==> src/rtl/mult_error_sweep_pkg.sv <==
// Shared definitions for the exhaustive multiplier error sweep:
// FSM state encoding, default operand width and derived result widths.
package mult_error_sweep_pkg;

    localparam int unsigned OPW_DEFAULT = 8;

    typedef enum logic [1:0] {
        S_IDLE,
        S_SWEEP,
        S_DRAIN,
        S_DONE
    } state_t;

    function automatic int unsigned prod_w(input int unsigned opw);
        return 2 * opw;
    endfunction

    function automatic int unsigned cnt_w(input int unsigned opw);
        return 2 * opw + 1;
    endfunction

    function automatic int unsigned sum_w(input int unsigned opw);
        return 4 * opw;
    endfunction

endpackage

==> src/rtl/mult_error_sweep_accum.sv <==
// Stage 2 of the sweep: absolute error of one operand pair folded into
// the error count, error sum and first-occurrence maximum.
module mult_error_accum
    import mult_error_sweep_pkg::*;
#(
    parameter int unsigned OPW = OPW_DEFAULT
) (
    input  logic                    clk,
    input  logic                    rst,
    input  logic                    i_clear,
    input  logic                    i_valid,
    input  logic [prod_w(OPW)-1:0]  i_prod,
    input  logic [prod_w(OPW)-1:0]  i_exact,
    input  logic [OPW-1:0]          i_a,
    input  logic [OPW-1:0]          i_b,
    output logic [cnt_w(OPW)-1:0]   o_err_count,
    output logic [sum_w(OPW)-1:0]   o_err_sum,
    output logic [prod_w(OPW)-1:0]  o_max_err,
    output logic [OPW-1:0]          o_max_a,
    output logic [OPW-1:0]          o_max_b
);

    localparam int unsigned PW = prod_w(OPW);
    localparam int unsigned CW = cnt_w(OPW);
    localparam int unsigned SW = sum_w(OPW);

    logic [PW-1:0] w_diff;
    logic [CW-1:0] r_err_count;
    logic [SW-1:0] r_err_sum;
    logic [PW-1:0] r_max_err;
    logic [OPW-1:0] r_max_a;
    logic [OPW-1:0] r_max_b;

    always_comb begin
        w_diff = (i_prod >= i_exact) ? (i_prod - i_exact) : (i_exact - i_prod);
    end

    always_ff @(posedge clk) begin
        if (rst || i_clear) begin
            r_err_count <= '0;
            r_err_sum   <= '0;
            r_max_err   <= '0;
            r_max_a     <= '0;
            r_max_b     <= '0;
        end else if (i_valid) begin
            if (w_diff != '0) begin
                r_err_count <= r_err_count + CW'(1);
            end
            r_err_sum <= r_err_sum + SW'(w_diff);
            // strict compare keeps the earliest pair on ties
            if (w_diff > r_max_err) begin
                r_max_err <= w_diff;
                r_max_a   <= i_a;
                r_max_b   <= i_b;
            end
        end
    end

    assign o_err_count = r_err_count;
    assign o_err_sum   = r_err_sum;
    assign o_max_err   = r_max_err;
    assign o_max_a     = r_max_a;
    assign o_max_b     = r_max_b;

endmodule

==> src/rtl/mult_error_sweep.sv <==
// Drives every operand pair into an external multiplier and measures its
// error against the exact product through a two-stage pipeline.
module mult_error_sweep
    import mult_error_sweep_pkg::*;
#(
    parameter int unsigned OPW = OPW_DEFAULT
) (
    input  logic                    clk,
    input  logic                    rst,
    input  logic                    start,
    output logic [OPW-1:0]          mult_a,
    output logic [OPW-1:0]          mult_b,
    input  logic [prod_w(OPW)-1:0]  mult_p,
    output logic                    busy,
    output logic                    done,
    output logic [cnt_w(OPW)-1:0]   err_count,
    output logic [sum_w(OPW)-1:0]   err_sum,
    output logic [prod_w(OPW)-1:0]  max_err,
    output logic [OPW-1:0]          max_a,
    output logic [OPW-1:0]          max_b
);

    localparam int unsigned PW = prod_w(OPW);

    state_t         r_state;
    logic [OPW-1:0] r_a;
    logic [OPW-1:0] r_b;
    logic           r_drain;
    logic           r_busy;
    logic           r_done;

    logic           r_s1_valid;
    logic [PW-1:0]  r_s1_prod;
    logic [PW-1:0]  r_s1_exact;
    logic [OPW-1:0] r_s1_a;
    logic [OPW-1:0] r_s1_b;

    logic           w_launch;

    assign w_launch = start && ((r_state == S_IDLE) || (r_state == S_DONE));

    always_ff @(posedge clk) begin
        if (rst) begin
            r_state <= S_IDLE;
            r_a     <= '0;
            r_b     <= '0;
            r_drain <= 1'b0;
            r_busy  <= 1'b0;
            r_done  <= 1'b0;
        end else begin
            case (r_state)
                S_IDLE, S_DONE: begin
                    if (start) begin
                        r_state <= S_SWEEP;
                        r_a     <= '0;
                        r_b     <= '0;
                        r_busy  <= 1'b1;
                        r_done  <= 1'b0;
                    end
                end
                S_SWEEP: begin
                    // last pair is held rather than wrapped so operands keep it afterwards
                    if ((r_a == '1) && (r_b == '1)) begin
                        r_state <= S_DRAIN;
                        r_drain <= 1'b0;
                    end else begin
                        r_a <= r_a + 1'b1;
                        if (r_a == '1) begin
                            r_b <= r_b + 1'b1;
                        end
                    end
                end
                S_DRAIN: begin
                    r_drain <= 1'b1;
                    if (r_drain) begin
                        r_state <= S_DONE;
                        r_busy  <= 1'b0;
                        r_done  <= 1'b1;
                    end
                end
                default: r_state <= S_IDLE;
            endcase
        end
    end

    always_ff @(posedge clk) begin
        if (rst || w_launch) begin
            r_s1_valid <= 1'b0;
        end else begin
            r_s1_valid <= (r_state == S_SWEEP);
        end
        if (r_state == S_SWEEP) begin
            r_s1_prod  <= mult_p;
            r_s1_exact <= PW'(r_a) * PW'(r_b);
            r_s1_a     <= r_a;
            r_s1_b     <= r_b;
        end
    end

    mult_error_accum #(.OPW(OPW)) u_accum (
        .clk         (clk),
        .rst         (rst),
        .i_clear     (w_launch),
        .i_valid     (r_s1_valid),
        .i_prod      (r_s1_prod),
        .i_exact     (r_s1_exact),
        .i_a         (r_s1_a),
        .i_b         (r_s1_b),
        .o_err_count (err_count),
        .o_err_sum   (err_sum),
        .o_max_err   (max_err),
        .o_max_a     (max_a),
        .o_max_b     (max_b)
    );

    assign mult_a = r_a;
    assign mult_b = r_b;
    assign busy   = r_busy;
    assign done   = r_done;

endmodule

==> config.mk <==
export PLATFORM = sky130hd
export DESIGN_NAME = mult_error_sweep
export DESIGN_NICKNAME = d
export VERILOG_FILES = /design/src/rtl/mult_error_sweep_pkg.sv /design/src/rtl/mult_error_sweep_accum.sv /design/src/rtl/mult_error_sweep.sv
export SDC_FILE = /design/constraint.sdc
export NUM_CORES = 1
export LEC_CHECK = 0
export CORE_MARGIN = 5
export CORE_UTILIZATION = 49
export DETAILED_ROUTE_END_ITERATION = 7
export GPL_TIMING_DRIVEN = 0
export PLACE_DENSITY_LB_ADDON = 0.1
export REMOVE_ABC_BUFFERS = 1
export SYNTH_ARGS = -nofsm -noshare
export SYNTH_HDL_FRONTEND = slang
export SYNTH_SLANG_ARGS = --single-unit
export TNS_END_PERCENT = 1
==> constraint.sdc <==
create_clock -name clk -period 5.05 [get_ports clk]
set_clock_uncertainty 0.15 [all_clocks]
set_input_delay 0.505 -clock clk [delete_from_list [all_inputs] [get_ports clk]]
set_output_delay 0.505 -clock clk [all_outputs]
set_load 0.02 [all_outputs]
### After elaboration in Yosys (flattened, before gate mapping)

Cells that the tools add are included.

| word-level totals | value |
|---|---|
| bits in registers | 151 |
| input bits | 19 |
| output and inout port bits | 99 |
| word-level logic and storage cells | 71 |

| operators by class | value |
|---|---|
| add/sub/neg operators | 6 |
| multipliers | 1 |
| order comparisons | 2 |
| eq/ne operators | 10 |
| mux-type cells | 19 |
| reduce and logical (&&, ||, !) cells | 17 |

Operators with widths:

| kind | count |
|---|---|
| $add A32 B16 Y32 | 1 |
| $mux W8 | 4 |
| $pmux W8 S2 | 2 |
| $sub A16 B16 Y16 | 2 |
| $add A17 B1 Y17 const B | 1 |
| $add A8 B1 Y8 const B | 2 |
| $eq A8 B8 Y1 const B | 2 |
| $ge A16 B16 Y1 | 1 |
| $gt A16 B16 Y1 | 1 |
| $mul A8 B8 Y16 | 1 |
| $mux W16 | 1 |
| $reduce_bool A16 Y1 | 1 |
| $ne A2 B2 Y1 const B | 5 |
| $reduce_and A3 Y1 | 3 |
| $mux W2 | 3 |
| $pmux W1 S2 | 3 |
| $pmux W2 S3 | 1 |
| $reduce_and A2 Y1 | 3 |
| $reduce_bool A2 Y1 | 3 |
| $mux W1 | 5 |
| $eq A2 B2 Y1 const B | 2 |
| $reduce_and A4 Y1 | 1 |
| $eq A2 B1 Y1 const B | 1 |
| $logic_and A1 B1 Y1 | 2 |
| other kinds (3) | 4 |

### Longest topological paths before layout

Gate-level depths: netlist of the first run.

| logic depth | value |
|---|---|
| word-level depth | 4 |
| depth in mapped cells | 27 |
| gate-level depth less buffers | 23 |

### Hierarchy

From an unflattened synthesis of the first run, not the netlist that was laid out.

| unflattened totals | value |
|---|---|
| cell total of the unflattened synthesis | 1228 |
| area, all modules | 11180.7 µm² |

By module, submodules not included:

| module | instances | cells each | area an instance (µm²) | sequential area each (µm²) |
|---|---|---|---|---|
| mult_error_accum | 1 | 781 | 6364.9 | 1621.6 |
| mult_error_sweep | 1 | 447 | 4815.9 | 1881.8 |

### Worst setup path after synthesis of the first run

OpenSTA, ideal clock, no wires.

| timing | value |
|---|---|
| path type | reg2reg |
| start point | reg r_a[0] (netlist: mult_a[0]) |
| end point | reg r_s1_exact[15] (data pin) |
| setup time | 0.260 ns |
| arrival | 4.625 ns |
| required time | 4.640 ns |
| slack | 0.015 ns |
| cell stages (with the launch flop) | 20 |
| path buffers | 1 |
| period minus slack after synthesis | 5.035 ns |
| cells stage by stage | dfxtp_1 clkbuf_1 nand2_1 fa_1 fa_1 inv_1 fa_1 inv_1 fa_1 inv_1 ha_1 a21boi_0 o21ai_0 a21boi_0 o21ai_0 nand2b_1 a21o_1 a21oi_1 o21ai_0 xnor2_1 |

| on the way | value |
|---|---|
| longest elaborated chain between the ends | 1 |

RTL lines:

| what | RTL line | RTL |
|---|---|---|
| start, declared | mult_error_sweep.sv:26 | `logic [OPW-1:0] r_a;` |
| start signal, assigned | mult_error_sweep.sv:67 | `r_a <= r_a + 1'b1;` |
| $mul A8 B8 Y16 | mult_error_sweep.sv:94 | `r_s1_exact <= PW'(r_a) * PW'(r_b);` |
| end signal, assigned | mult_error_sweep.sv:94 |  |
| end, declared | mult_error_sweep.sv:34 | `logic [PW-1:0] r_s1_exact;` |

No other way between the ends.
A chain may end at the register's enable or synchronous reset.

### Worst setup path after layout of the first run

| timing | value |
|---|---|
| start point | reg r_s1_prod[0] |
| end point | reg u_accum.r_err_sum[21] (netlist: u_accum.o_err_sum[21]) |

| on the way | value |
|---|---|
| longest elaborated chain between the ends | 3 |
| elaborated cells on any way between the ends | 5 |
| classes of those cells | add/sub (3); order compare (1); mux (1) |

RTL lines:

| what | RTL line | RTL |
|---|---|---|
| start, declared | mult_error_sweep.sv:33 | `logic [PW-1:0] r_s1_prod;` |
| start signal, assigned | mult_error_sweep.sv:93 | `r_s1_prod <= mult_p;` |
| $sub A16 B16 Y16 or $ge A16 B16 Y1 (tied branches) | mult_error_sweep_accum.sv:35 | `w_diff = (i_prod >= i_exact) ? (i_prod - i_exact) : (i_exact - i_prod);` |
| $mux W16 * | mult_error_sweep_accum.sv:35 |  |
| named net u_accum.w_diff[1] | mult_error_sweep_accum.sv:27 | `logic [PW-1:0] w_diff;` |
| $add A32 B16 Y32 * | mult_error_sweep_accum.sv:49 | `r_err_sum <= r_err_sum + SW'(w_diff);` |
| end signal, assigned | mult_error_sweep_accum.sv:49 |  |
| end, declared | mult_error_sweep_accum.sv:29 | `logic [SW-1:0] r_err_sum;` |

The timed path passes the listed nets; every way through them passes the cells marked *.

==> summary.txt, run 1 <==
Global route
  • GRT Total Usage: around a fifth
  • Largest net degree at the start of global routing: 79
  • First-pass GRT wire length: just under 40000 um
  • Vias in the first global route: a little over 8000
  • Global route overflow: 0
  • Number of antenna violations at the first check in global routing: 0

Drt
  • Via count: about 8500
  • Iter 0 DRT Violations: around 350
  • Drt pass-1 iters: 5
  • Wirelength per Cell: 15.2 um
  • Post-Route WL: ~24000 um
  • DRC viols: 0
  • Routed Antenna Nets: 0
  • Vias/cell: between 5 and 6

Floorplanning
  • Die X-Extent: between 150 and 200 um
  • Core Rows: 54
  • Core Area: ~0.022 sq mm
  • Die Ht: approximately 160 um
  • I/O pins: between 100 and 150
  • Initial core utilization: 49.5%
  • Die footprint: around 0.025 sq mm

Cells and area
  • Filler Cells Inserted: slightly below 2000
  • Layout cells sized above 1: under 10%
  • Area growth, synth to finish: 22.0%
  • NumNets Final: about 1500
  • Layout Cells excl Fill: about 1600
  • Design area: around 0.013 sq mm
  • # diodes: 0

Setup path
  • Crit Path Max Fanout: 9
  • Worst Setup SP: r_s1_prod[0]
  • Worst path required time: about 5.2 ns
  • WS Path Type: reg -> reg
  • R2r worst-path depth: 25
  • R2R Path Start: r_s1_prod[0]
  • Worst EP arrival: approximately 5.2 ns
  • Nature of the critical path endpoint: flop
  • Crit start category: flop

Logic synthesis
  • Top cell type's share of synthesized area: between 10% and 20%
  • Yosys reg bits: between 150 and 200
  • Netlist cell types: between 70 and 80
  • Number of enable flip-flop cells after synthesis: 48
  • Top cells by count, synth: 138 x inv_1, 113 x nor2_1, 106 x ha_1
  • Leading cell type by number of instances after synthesis: inv_1
  • Largest area contributor in the netlist: dfxtp_1
  • Syn. warnings: 0
  • Synth top area cells: dfxtp_1 19%, edfxtp_1 13%, ha_1 12%, fa_1 7.3%, inv_1 4.8%
  • Sequential fraction of the synthesis area: between 30 and 40%
  • Synthesized instance count: 1196
  • Post-synth top flop: dfxtp_1
  • Synth async-reset ratio: 0%
  • Mean Syn Cell Area: 9.00 sq um
  • Mapped cell area: 0.0108 sq mm

STA
  • Fin worst setup slack: between 0.04 and 0.05 ns
  • F_max: about 200 MHz
  • Final hold violations: 0
  • Hold WS: approximately 0.33 ns
  • Final setup violation count: 0
  • Final Max Slew Viols: 0
  • RSZ-0062 raised after global routing: true
  • Worst slew margin: ~15%
  • Min cycle time layout: around 5.0 ns
  • Period utilization: about 99%
  • Worst-margin pin slew: roughly 1.3 ns

Placed design
  • Detailed placer's ending HPWL: approximately 17000 um
  • DP Worst Slack: -1.22 ns
  • Port buffer count: 117
  • GP Congestion: between 0.8 and 0.9
  • Placed insts: between 1500 and 2000
  • Placed Area: between 0.01 and 0.015 sq mm

CTS
  • CTS Buf Count: 17
  • H-tree levels: 4
  • Clock-pin slew on the worst setup and hold paths: 0.07 ns
  • CTS Buffer Depth: 2
  • CTS tree: built
  • Clk Latency, worst-skew pair: around 0.43 ns
  • Clock Sinks: between 150 and 200
  • # hold bufs at CTS: 0
  • CTS root buf: clkbuf_16

Outcome
  • Status: finished clean

Power
  • P_leak: about 5.4 nW
  • Max IR drop VDD: 361 uV
  • PnR Total Power: approximately 0.0063 W
  • PD cells: roughly 480 mW/mm^2

Hold path
  • Hold Path Stages: 2
  • Worst min path class: reg -> reg
  • Worst Hold Launch: u_accum.o_err_count[13]

Flow run
  • Number of max-cap violations: 0
-- layout by cell type, fill, tap and decap left out, types with 32 or more instances in the layout --
master / instances
fa_1: 37
a21oi_1: 62
o21ai_0: 32
xnor2_1: 35
nor2_1: 112
ha_1: 99
edfxtp_1: 48
inv_1: 137
nand2_1: 68
mux2i_1: 47
dfxtp_1: 91
and2_1: 58
clkdlybuf4s50_1: 117
-- layout make-up --
cell class | count | area (sq um) | area share (%)
well taps | 280 | 350 | 2.67
clock buffers | 21 | 482 | 3.67
inverters | 138 | 518 | 3.95
flip-flops and latches | 151 | 3530 | 26.9
multi-input cells | 856 | 6780 | 51.6
repair buffers | 139 | 1380 | 10.5
clock inverters | 11 | 87.6 | 0.667
-- repair_timing --
action                                  in CTS  in global routing
endpoints found under the setup margin      74                 66
pin swaps                                    6                 35
cloned                                       1                  0
resized for setup                           37                 51
setup buffers                                7                 11
-- critical path: stages (launching register included) --
cell and delay [ns]:
edfxtp_1 0.39, inv_1 0.07, ha_2 0.16, inv_1 0.05, fa_2 0.37, a211oi_2 0.27
or2_1 0.20, a31oi_4 0.13, o21a_4 0.28, nor2_4 0.14, buf_12 0.14, mux2i_4 0.29
inv_2 0.07, ha_1 0.29, nand3_2 0.09, a21boi_2 0.19, o21ai_2 0.10, a21oi_2 0.17
o21ai_2 0.09, a31oi_2 0.23, a31o_2 0.23, a21boi_4 0.07, buf_12 0.14, buf_4 0.14
or3_1 0.30, a21oi_1 0.13
-- registers in the layout, indices dropped and copies added, names as in the netlist --
signal and count:
u_accum.o_err_sum 32, u_accum.o_err_count 17, r_s1_exact 16, r_s1_prod 16
u_accum.o_max_err 16, mult_a 8, mult_b 8, r_s1_a 8
r_s1_b 8, u_accum.o_max_a 8, u_accum.o_max_b 8, r_state 2
busy 1, done 1, r_drain 1, r_s1_valid 1
-- final timing paths --
kind | endpoint | slack (ns)
setup reg to reg | u_accum.o_err_sum[21] | 0.05
hold / removal | u_accum.o_err_count[13] | 0.33
setup / recovery | u_accum.o_err_sum[21] | 0.05
hold reg to reg | u_accum.o_err_count[13] | 0.33
-- routing by layer --
metal	GRT usage [%]	up-vias	wire [um]
met5	0	-	0
met4	7.19	0	528
met3	3.85	35	868
li1	-	4304	-
met2	33.8	148	11800
met1	24.3	4053	11000
-- metrics by stage --
| step | utilization, % | setup TNS [ns] |
|---|---|---|
| 2_1_floorplan | - | -10.28 |
| 3_3_place_gp | 55.3 | -70.62 |
| 3_5_place_dp | 55.5 | -38.95 |
| 4_1_cts | 59.1 | -0.0995 |
| 5_1_grt | 60.3 | -6.01 |
| 6_report | 60.3 | 0 |
-- kinds of logic after synthesis --
family          count (synthesis)  share of synthesized area (%)
simple gates                  380                           17.9
compound gates                226                           13.8
buf+inv                       190                           7.18
flops                         151                           32.5
fa+ha+maj                     145                           19.6
xor+xnor                       55                           4.48
mux                            49                           4.59
-- report_power, final --
part           leakage, nW  internal (W)  switching (W)  total, W
clock network        0.285      0.000693       0.000535   0.00123
registers             1.30       0.00147       0.000139   0.00161
logic                 3.79       0.00147        0.00199   0.00347
total                 5.37       0.00364        0.00267   0.00630
Power figures use the tool's default switching activity.
==> inputs of run 2 (changes only) <==
--- a/config.mk
+++ b/config.mk
@@ -10,7 +10,6 @@
 export DETAILED_ROUTE_END_ITERATION = 7
 export GPL_TIMING_DRIVEN = 0
 export PLACE_DENSITY_LB_ADDON = 0.1
-export REMOVE_ABC_BUFFERS = 1
 export SYNTH_ARGS = -nofsm -noshare
 export SYNTH_HDL_FRONTEND = slang
 export SYNTH_SLANG_ARGS = --single-unit
==> run 2 against run 1 <==
Sequential cell count did not move. Via count increased by 3.5%. Wire length increased by 11%. Critical path depth increased by 1. Maximum frequency up 1.6%. Total power rose by 9.7%. Design area is 4.2% higher. Clock power grew 7%. Sequential power is essentially flat. Worst hold slack lost 0.058 ns. Largest cell class unchanged. Global-route usage increased by 1.9 points.
==> summary.txt, run 2 (synthesis results as in run 1) <==
CTS
  • Clk Latency, worst-skew pair: 0.43 ns (about the same)
  • H-tree levels: 4 (unchanged)
  • CTS Buffer Depth: 2 (unchanged)
  • CTS tree: built
  • Clock-pin slew on the worst setup and hold paths: 0.07 ns (about the same)
  • CTS root buf: clkbuf_16
  • CTS Buf Count: 17 (unchanged)
  • # hold bufs at CTS: 0 (unchanged)
  • Clock Sinks: 151 (unchanged)

Drt
  • Iter 0 DRT Violations: 442 (+26%)
  • Post-Route WL: 26900 um (+11%)
  • Routed Antenna Nets: 0 (unchanged)
  • Via count: 8842 (+3.5%)
  • Drt pass-1 iters: 5 (unchanged)
  • Wirelength per Cell: 16.3 um (+7.8%)
  • Vias/cell: 5.38 (+0.57%)
  • DRC viols: 0 (unchanged)

Floorplanning
  • Die X-Extent: 158 um (unchanged)
  • Core Area: 0.0218 sq mm (unchanged)
  • Die footprint: 0.0250 sq mm (unchanged)
  • Die Ht: 158 um (unchanged)
  • Core Rows: 54 (unchanged)
  • I/O pins: 118 (unchanged)
  • Initial core utilization: 49.5% (unchanged)

STA
  • Fin worst setup slack: 0.124 ns (+0.0771 ns)
  • RSZ-0062 raised after global routing: true
  • Final setup violation count: 0 (unchanged)
  • Period utilization: 97.5% (-1.5 points)
  • Hold WS: 0.271 ns (-0.0577 ns)
  • Worst-margin pin slew: 0.743 ns (-0.527 ns)
  • Min cycle time layout: 4.93 ns (-0.0771 ns)
  • Final Max Slew Viols: 0 (unchanged)
  • Worst slew margin: 50.3% (+35 points)
  • Setup TNS: 0 ns (unchanged)
  • F_max: 203 MHz (+1.6%)
  • Final hold violations: 0 (unchanged)

Global route
  • First-pass GRT wire length: 43000 um (+8.5%)
  • Global route overflow: 0 (unchanged)
  • Largest net degree at the start of global routing: 37 (-53%)
  • Vias in the first global route: 8428 (+1.6%)
  • Met3 Usage GRT: 4.70% (+0.85 points)
  • Most used routing layer: met2
  • Met2 global-route usage: 35.0% (+1.3 points)
  • Number of antenna violations at the first check in global routing: 0 (unchanged)
  • GR Util met1: 29.2% (+4.9 points)
  • GRT Total Usage: 21.5% (+1.9 points)

Setup path
  • WS Path Type: reg -> reg
  • Crit start category: flop
  • Nature of the critical path endpoint: flop
  • Worst EP arrival: 5.08 ns (-0.11 ns)
  • Crit Path Max Fanout: 7 (-2)
  • Worst path required time: 5.20 ns (-0.03 ns)

Power
  • Max IR drop VDD: 297 uV (-18%)
  • Clk pwr share: 19.0% (-0.5 points)
  • Psw: 0.00297 W (+11%)
  • Net Sw Frac: 42.9% (+0.61 points)
  • Logic pwr share: 57.9% (+2.9 points)
  • P_leak: 5.58 nW (+3.9%)
  • P_int: 0.00395 W (+8.6%)
  • PD cells: 506 mW/mm^2 (+5.3%)
  • Register share of total power: 23.1% (-2.4 points)

Cells and area
  • # diodes: 0 (unchanged)
  • Layout cells sized above 1: 12.9% (+3.3 points)
  • NumNets Final: 1514 (+3.2%)
  • Final core occ: 62.8% (+2.5 points)
  • Most frequent cells in the layout: 136 x inv_1, 116 x clkdlybuf4s50_1, 112 x nor2_1
  • Area growth, synth to finish: 27.0%
  • Largest register FFs: 32 (unchanged)
  • Commonest non-fill, non-tap cell in the layout: inv_1

Flow run
  • Number of max-cap violations: 0 (unchanged)

Outcome
  • Status: finished clean

Hold path
  • Worst min path class: in -> reg

Placed design
  • Detailed placer's ending HPWL: 20000 um (+15%)
  • GP Congestion: 0.915 (+9.1%)
  • Port buffer count: 116 (-0.85%)
  • DP Worst Slack: -0.884 ns (+0.338 ns)

Logic synthesis
  • Post-Syn Nets: 1360
[run 2: cell count changes in the layout (fill, tap and decap cells not counted), sizes merged]
cell / delta
clkbuf: +18
clkdlybuf4s50: -1
o41ai: -1
buf: +27
bufinv: +1
clkinv: -1
inv: +4
[run 2: power by group through the flow]
| stage | Clock (W) | Sequential (W) | Combinational [W] |
|---|---|---|---|
| global placement | 0 | 0.00163 | 0.00317 |
| detailed placement | 0 | 0.00162 | 0.00322 |
| floorplan | 0 | 0.00165 | 0.00233 |
| CTS | 0.00134 | 0.00160 | 0.00348 |
| finish | 0.00132 | 0.00160 | 0.00400 |
| global route | 0.00140 | 0.00162 | 0.00439 |
[run 2: what timing repair did]
item                                    4_1_cts  5_1_grt
cloned                                        1        1
endpoints found under the setup margin       57       56
setup buffers                                12       14
pin swaps                                     8       38
resized for setup                            60       83
[run 2: critical path: stages (launching register included)]
cell and delay (ns):
edfxtp_1 0.42, inv_1 0.08, ha_2 0.18, inv_2 0.04
fa_2 0.38, a211oi_4 0.23, or2_1 0.19, a31oi_4 0.13
o21a_1 0.22, buf_6 0.13, nor2_4 0.19, buf_8 0.16
mux2i_4 0.08, buf_4 0.15, fa_2 0.36, nor2b_1 0.17
o21ai_1 0.09, nand2b_1 0.10, a21o_1 0.16, a31o_4 0.18
a31oi_4 0.10, o211ai_1 0.31, nand3_2 0.10, buf_6 0.16
a21boi_1 0.15, xnor2_1 0.13, nor2_1 0.05
[run 2: routing by layer]
layer | routed length (um) | share of wire [%] | up-vias
li1 | - | - | 4400
met1 | 12400 | 46 | 4235
met2 | 12700 | 47 | 175
met3 | 1240 | 4.6 | 32
met4 | 466 | 1.7 | 0
met5 | 0 | 0 | -
[run 2: worst paths after layout]
check / from / endpoint / slack, ns / cells after the start
hold / removal: rst / busy / 0.27 / 2
setup / recovery: r_s1_prod[0] / u_accum.o_err_sum[20] / 0.12 / 26
hold reg to reg: u_accum.o_err_count[16] / u_accum.o_err_count[16] / 0.32 / 2
setup reg to reg: r_s1_prod[0] / u_accum.o_err_sum[20] / 0.12 / 26
[run 2: cell type report]
type                       count  area, sq um
buffer                        42          305
clock buffer                  17          425
sequential                   151         3530
tap                          280          350
fill                        1868         8080
clock inverter                15          183
timing repair buffer         145         1430
inverter                     138          518
multi-input combinational    855         6930
[run 2: metrics by stage]
step | cells | total power, W | instance area [sq um]
after floorplan | 1196 | 0.00398 | 10800
after global routing | 1643 | 0.00741 | 13700
after CTS | 1629 | 0.00642 | 13200
after detailed placement | 1593 | 0.00484 | 12300
final | 1643 | 0.00692 | 13700
after global placement | 1592 | 0.00480 | 12300
==> inputs of run 3 (changes only) <==
--- a/config.mk
+++ b/config.mk
@@ -6,7 +6,8 @@
 export NUM_CORES = 1
 export LEC_CHECK = 0
 export CORE_MARGIN = 5
-export CORE_UTILIZATION = 49
+export CORE_UTILIZATION = 45
+export CTS_CLUSTER_SIZE = 8
 export DETAILED_ROUTE_END_ITERATION = 7
 export GPL_TIMING_DRIVEN = 0
 export PLACE_DENSITY_LB_ADDON = 0.1
==> run 3 against run 2 <==
The run now ends with negative setup slack left. Worst hold slack improved by 0.0052 ns. Register-to-register slack worse by 0.14 ns. Count of clock-buffer cells in the layout is the same. Non-clock buffer count up 1. Maximum frequency fell by 2.9%. First-iteration DRC count is 34% higher. Die area grew 8.3%. Largest cell class unchanged.
==> summary.txt, run 3 (synthesis results as in run 1) <==
Power
  • Logic pwr share: 57.5% (-0.4 points)
  • P_leak: 5.55 nW (-0.45%)
  • Clk pwr share: 18.7% (-0.3 points)
  • Max IR drop VDD: 258 uV (-13%)
  • Net Sw Frac: 43.6% (+0.69 points)
  • P_int: 0.00377 W (-4.4%)
  • Register share of total power: 23.8% (+0.7 points)
  • PD cells: 493 mW/mm^2 (-2.5%)
  • Psw: 0.00292 W (-1.7%)

STA
  • Final hold violations: 0 (unchanged)
  • Final Max Slew Viols: 0 (unchanged)
  • Fin worst setup slack: -0.0206 ns (-0.145 ns)
  • Final setup violation count: 1 (+1)
  • RSZ-0062 raised after global routing: true
  • Worst-margin pin slew: 0.763 ns (+0.0192 ns)
  • F_max: 197 MHz (-2.9%)
  • Period utilization: 100% (+2.9 points)
  • Min cycle time layout: 5.07 ns (+0.145 ns)
  • Worst slew margin: 48.9% (-1.5 points)
  • Hold WS: 0.276 ns (+0.00518 ns)

CTS
  • CTS tree: built
  • H-tree levels: 4 (unchanged)
  • CTS Buf Count: 17 (unchanged)
  • CTS Buffer Depth: 2 (unchanged)
  • # hold bufs at CTS: 0 (unchanged)
  • Clock Sinks: 151 (unchanged)
  • Clock-pin slew on the worst setup and hold paths: 0.07 ns (about the same)
  • CTS root buf: clkbuf_16
  • Clk Latency, worst-skew pair: 0.44 ns (about the same)

Floorplanning
  • Die Ht: 165 um (+4.1%)
  • Die footprint: 0.0271 sq mm (+8.3%)
  • Core Rows: 56 (+3.7%)
  • Core Area: 0.0235 sq mm (+8.2%)
  • Initial core utilization: 45.7% (-3.8 points)
  • I/O pins: 118 (unchanged)
  • Die X-Extent: 165 um (+4.1%)

Setup path
  • R2R Path Start: r_s1_prod[0]
  • R2r worst-path depth: 23 (-12%)
  • Crit start category: flop
  • Largest delay share family, worst path: compound AO/OA/AOI/OAI gates
  • Buf+Inv Stages, Crit Path: 3 (-3)
  • Crit Path Max Fanout: 5 (-2)
  • CP Cell Sequence: inv_1 > ha_2 > inv_2 > fa_2 > a211oi_2 > or2_4 > a31oi_4 > a2bb2oi_4 > or4b_1 > nand4_1 > buf_4 > ha_4 > nor2b_4 > o21ai_1 > nand2b_1 > a21o_1 > a31o_4 > a31oi_4 > o211ai_1 > a31oi_1 > o21ai_1 > xnor2_1 > nor2_1
  • Nature of the critical path endpoint: flop
  • Flop2flop setup slack: -0.02 ns (-0.14 ns)
  • CP peak stage delay: 0.51 ns (+0.09 ns)
  • Worst path required time: 5.21 ns (about the same)
  • Worst R2R End: u_accum.o_err_sum[16]
  • CP max stage cell: or4b_1
  • Worst EP arrival: 5.23 ns (+0.15 ns)
  • WS Path Type: reg -> reg

Cells and area
  • Largest register FFs: 32 (unchanged)
  • Layout Cells excl Fill: 1683 (+2.4%)
  • Layout cells sized above 1: 12.3% (-0.60 points)
  • Area of the multi-input gates: 0.00681 sq mm (-1.7%)
  • Area growth, synth to finish: 26.0%
  • Sequential Area: 0.00353 sq mm (+0.14%)
  • # diodes: 0 (unchanged)
  • NumNets Final: 1515 (+0.066%)
  • Commonest non-fill, non-tap cell in the layout: inv_1
  • Most frequent cells in the layout: 136 x inv_1, 116 x clkdlybuf4s50_1, 111 x nor2_1
  • Filler Cells Inserted: 2158 (+16%)

Placed design
  • Port buffer count: 116 (unchanged)
  • Detailed placer's ending HPWL: 20600 um (+3.0%)
  • DP Worst Slack: -0.907 ns (-0.0226 ns)
  • Placed insts: 1632 (+2.4%)
  • GP Congestion: 0.898 (-1.9%)

Global route
  • Largest net degree at the start of global routing: 36 (-2.7%)
  • Vias in the first global route: 8497 (+0.82%)
  • Number of antenna violations at the first check in global routing: 0 (unchanged)
  • Global route overflow: 0 (unchanged)
  • GRT Total Usage: 20.6% (-0.90 points)
  • First-pass GRT wire length: 44500 um (+3.4%)

Drt
  • Drt pass-1 iters: 5 (unchanged)
  • Vias/cell: 5.27 (-2.1%)
  • Routed Antenna Nets: 0 (unchanged)
  • DRC viols: 0 (unchanged)
  • Post-Route WL: 27900 um (+3.8%)
  • Via count: 8867 (+0.28%)
  • Wirelength per Cell: 16.6 um (+1.3%)
  • Iter 0 DRT Violations: 591 (+34%)

Outcome
  • Status: finished, violations left
  • Failing checks: negative setup slack

Hold path
  • Hold Path Stages: 2 (unchanged)
  • Hold Path End: busy
  • Worst Hold Launch: rst
  • Worst min path class: in -> reg

Logic synthesis
  • Post-Syn Nets: 1360 (unchanged)

Flow run
  • Number of max-cap violations: 0 (unchanged)
==> run 3: cell count changes in the layout (fill, tap and decap cells not counted), moves of 2 or more <==
| cell | previous run | this run |
|---|---|---|
| clkinvlp_4 | 0 | 2 |
| xnor2_2 | 3 | 0 |
| dfxtp_2 | 9 | 7 |
| buf_8 | 4 | 6 |
| buf_12 | 4 | 2 |
| inv_6 | 3 | 5 |
| dfxtp_4 | 3 | 5 |
| xnor2_1 | 32 | 35 |
| buf_4 | 26 | 29 |
| clkinv_8 | 4 | 1 |
| buf_6 | 8 | 4 |
| ha_1 | 95 | 102 |
| ha_4 | 9 | 2 |
==> run 3: layout make-up <==
type	instances	area share, %
multi-input cells	855	50.2
flip-flops and latches	151	26.0
repair buffers	146	10.5
inverters	138	3.82
clock buffers	17	3.14
well taps	319	2.94
plain buffers	42	2.36
clock inverters	15	1.01
==> run 3: power by group through the flow <==
stage / Sequential (W) / Clock [W] / Combinational (W)
finish: 0.00159 / 0.00125 / 0.00385
global route: 0.00161 / 0.00133 / 0.00421
CTS: 0.00159 / 0.00127 / 0.00352
detailed placement: 0.00162 / 0 / 0.00325
global placement: 0.00163 / 0 / 0.00319
floorplan: 0.00165 / 0 / 0.00233
==> run 3: worst register-to-register path, delay by kind of cell (launching register included) <==
family          cells  cell delay (ns)
compound gates     10             1.96
simple gates        6             1.18
fa+ha+maj           3             0.76
flops               1             0.43
buf+inv             3             0.30
xor+xnor            1             0.18
==> run 3: worst max path at each step <==
| stage | from | to | slack, ns | depth (start not counted) |
|---|---|---|---|---|
| after global placement | r_s1_prod[0] | u_accum.o_max_a[3] | -0.92 | 27 |
| after CTS | mult_b[5] | r_s1_exact[15] | -0.02 | 19 |
| after detailed placement | r_s1_prod[0] | u_accum.o_max_a[5] | -0.91 | 23 |
| after global routing | r_s1_prod[0] | u_accum.o_err_sum[16] | -0.17 | 23 |
| final | r_s1_prod[0] | u_accum.o_err_sum[16] | -0.02 | 23 |
| after floorplan | mult_a[0] | r_s1_exact[15] | 0.01 | 19 |
==> run 3: metal layers <==
layer  routed length [um]  global-route usage [%]
met4                  435                    5.37
met1                13100                    28.2
met5                    0                       0
met3                 1220                    4.02
met2                13100                    33.5
==> run 3: per-stage QoR <==
stage / instance area (sq um) / setup TNS, ns / utilization [%] / total power, W
after global routing: 13600 / -4.10 / 57.6 / 0.00716
final: 13600 / -0.0206 / 57.6 / 0.00669
after detailed placement: 12300 / -32.68 / 52.4 / 0.00486
after CTS: 13300 / -0.0205 / 56.3 / 0.00639
after global placement: 12300 / -33.49 / 52.3 / 0.00482
after floorplan: 10800 / 0 / - / 0.00398
==> run 3: repair_timing <==
action,CTS,global route
gates resized for setup,75,60
pin swaps,13,41
setup endpoints to repair,58,69
buffers inserted,16,11
gates cloned,1,1
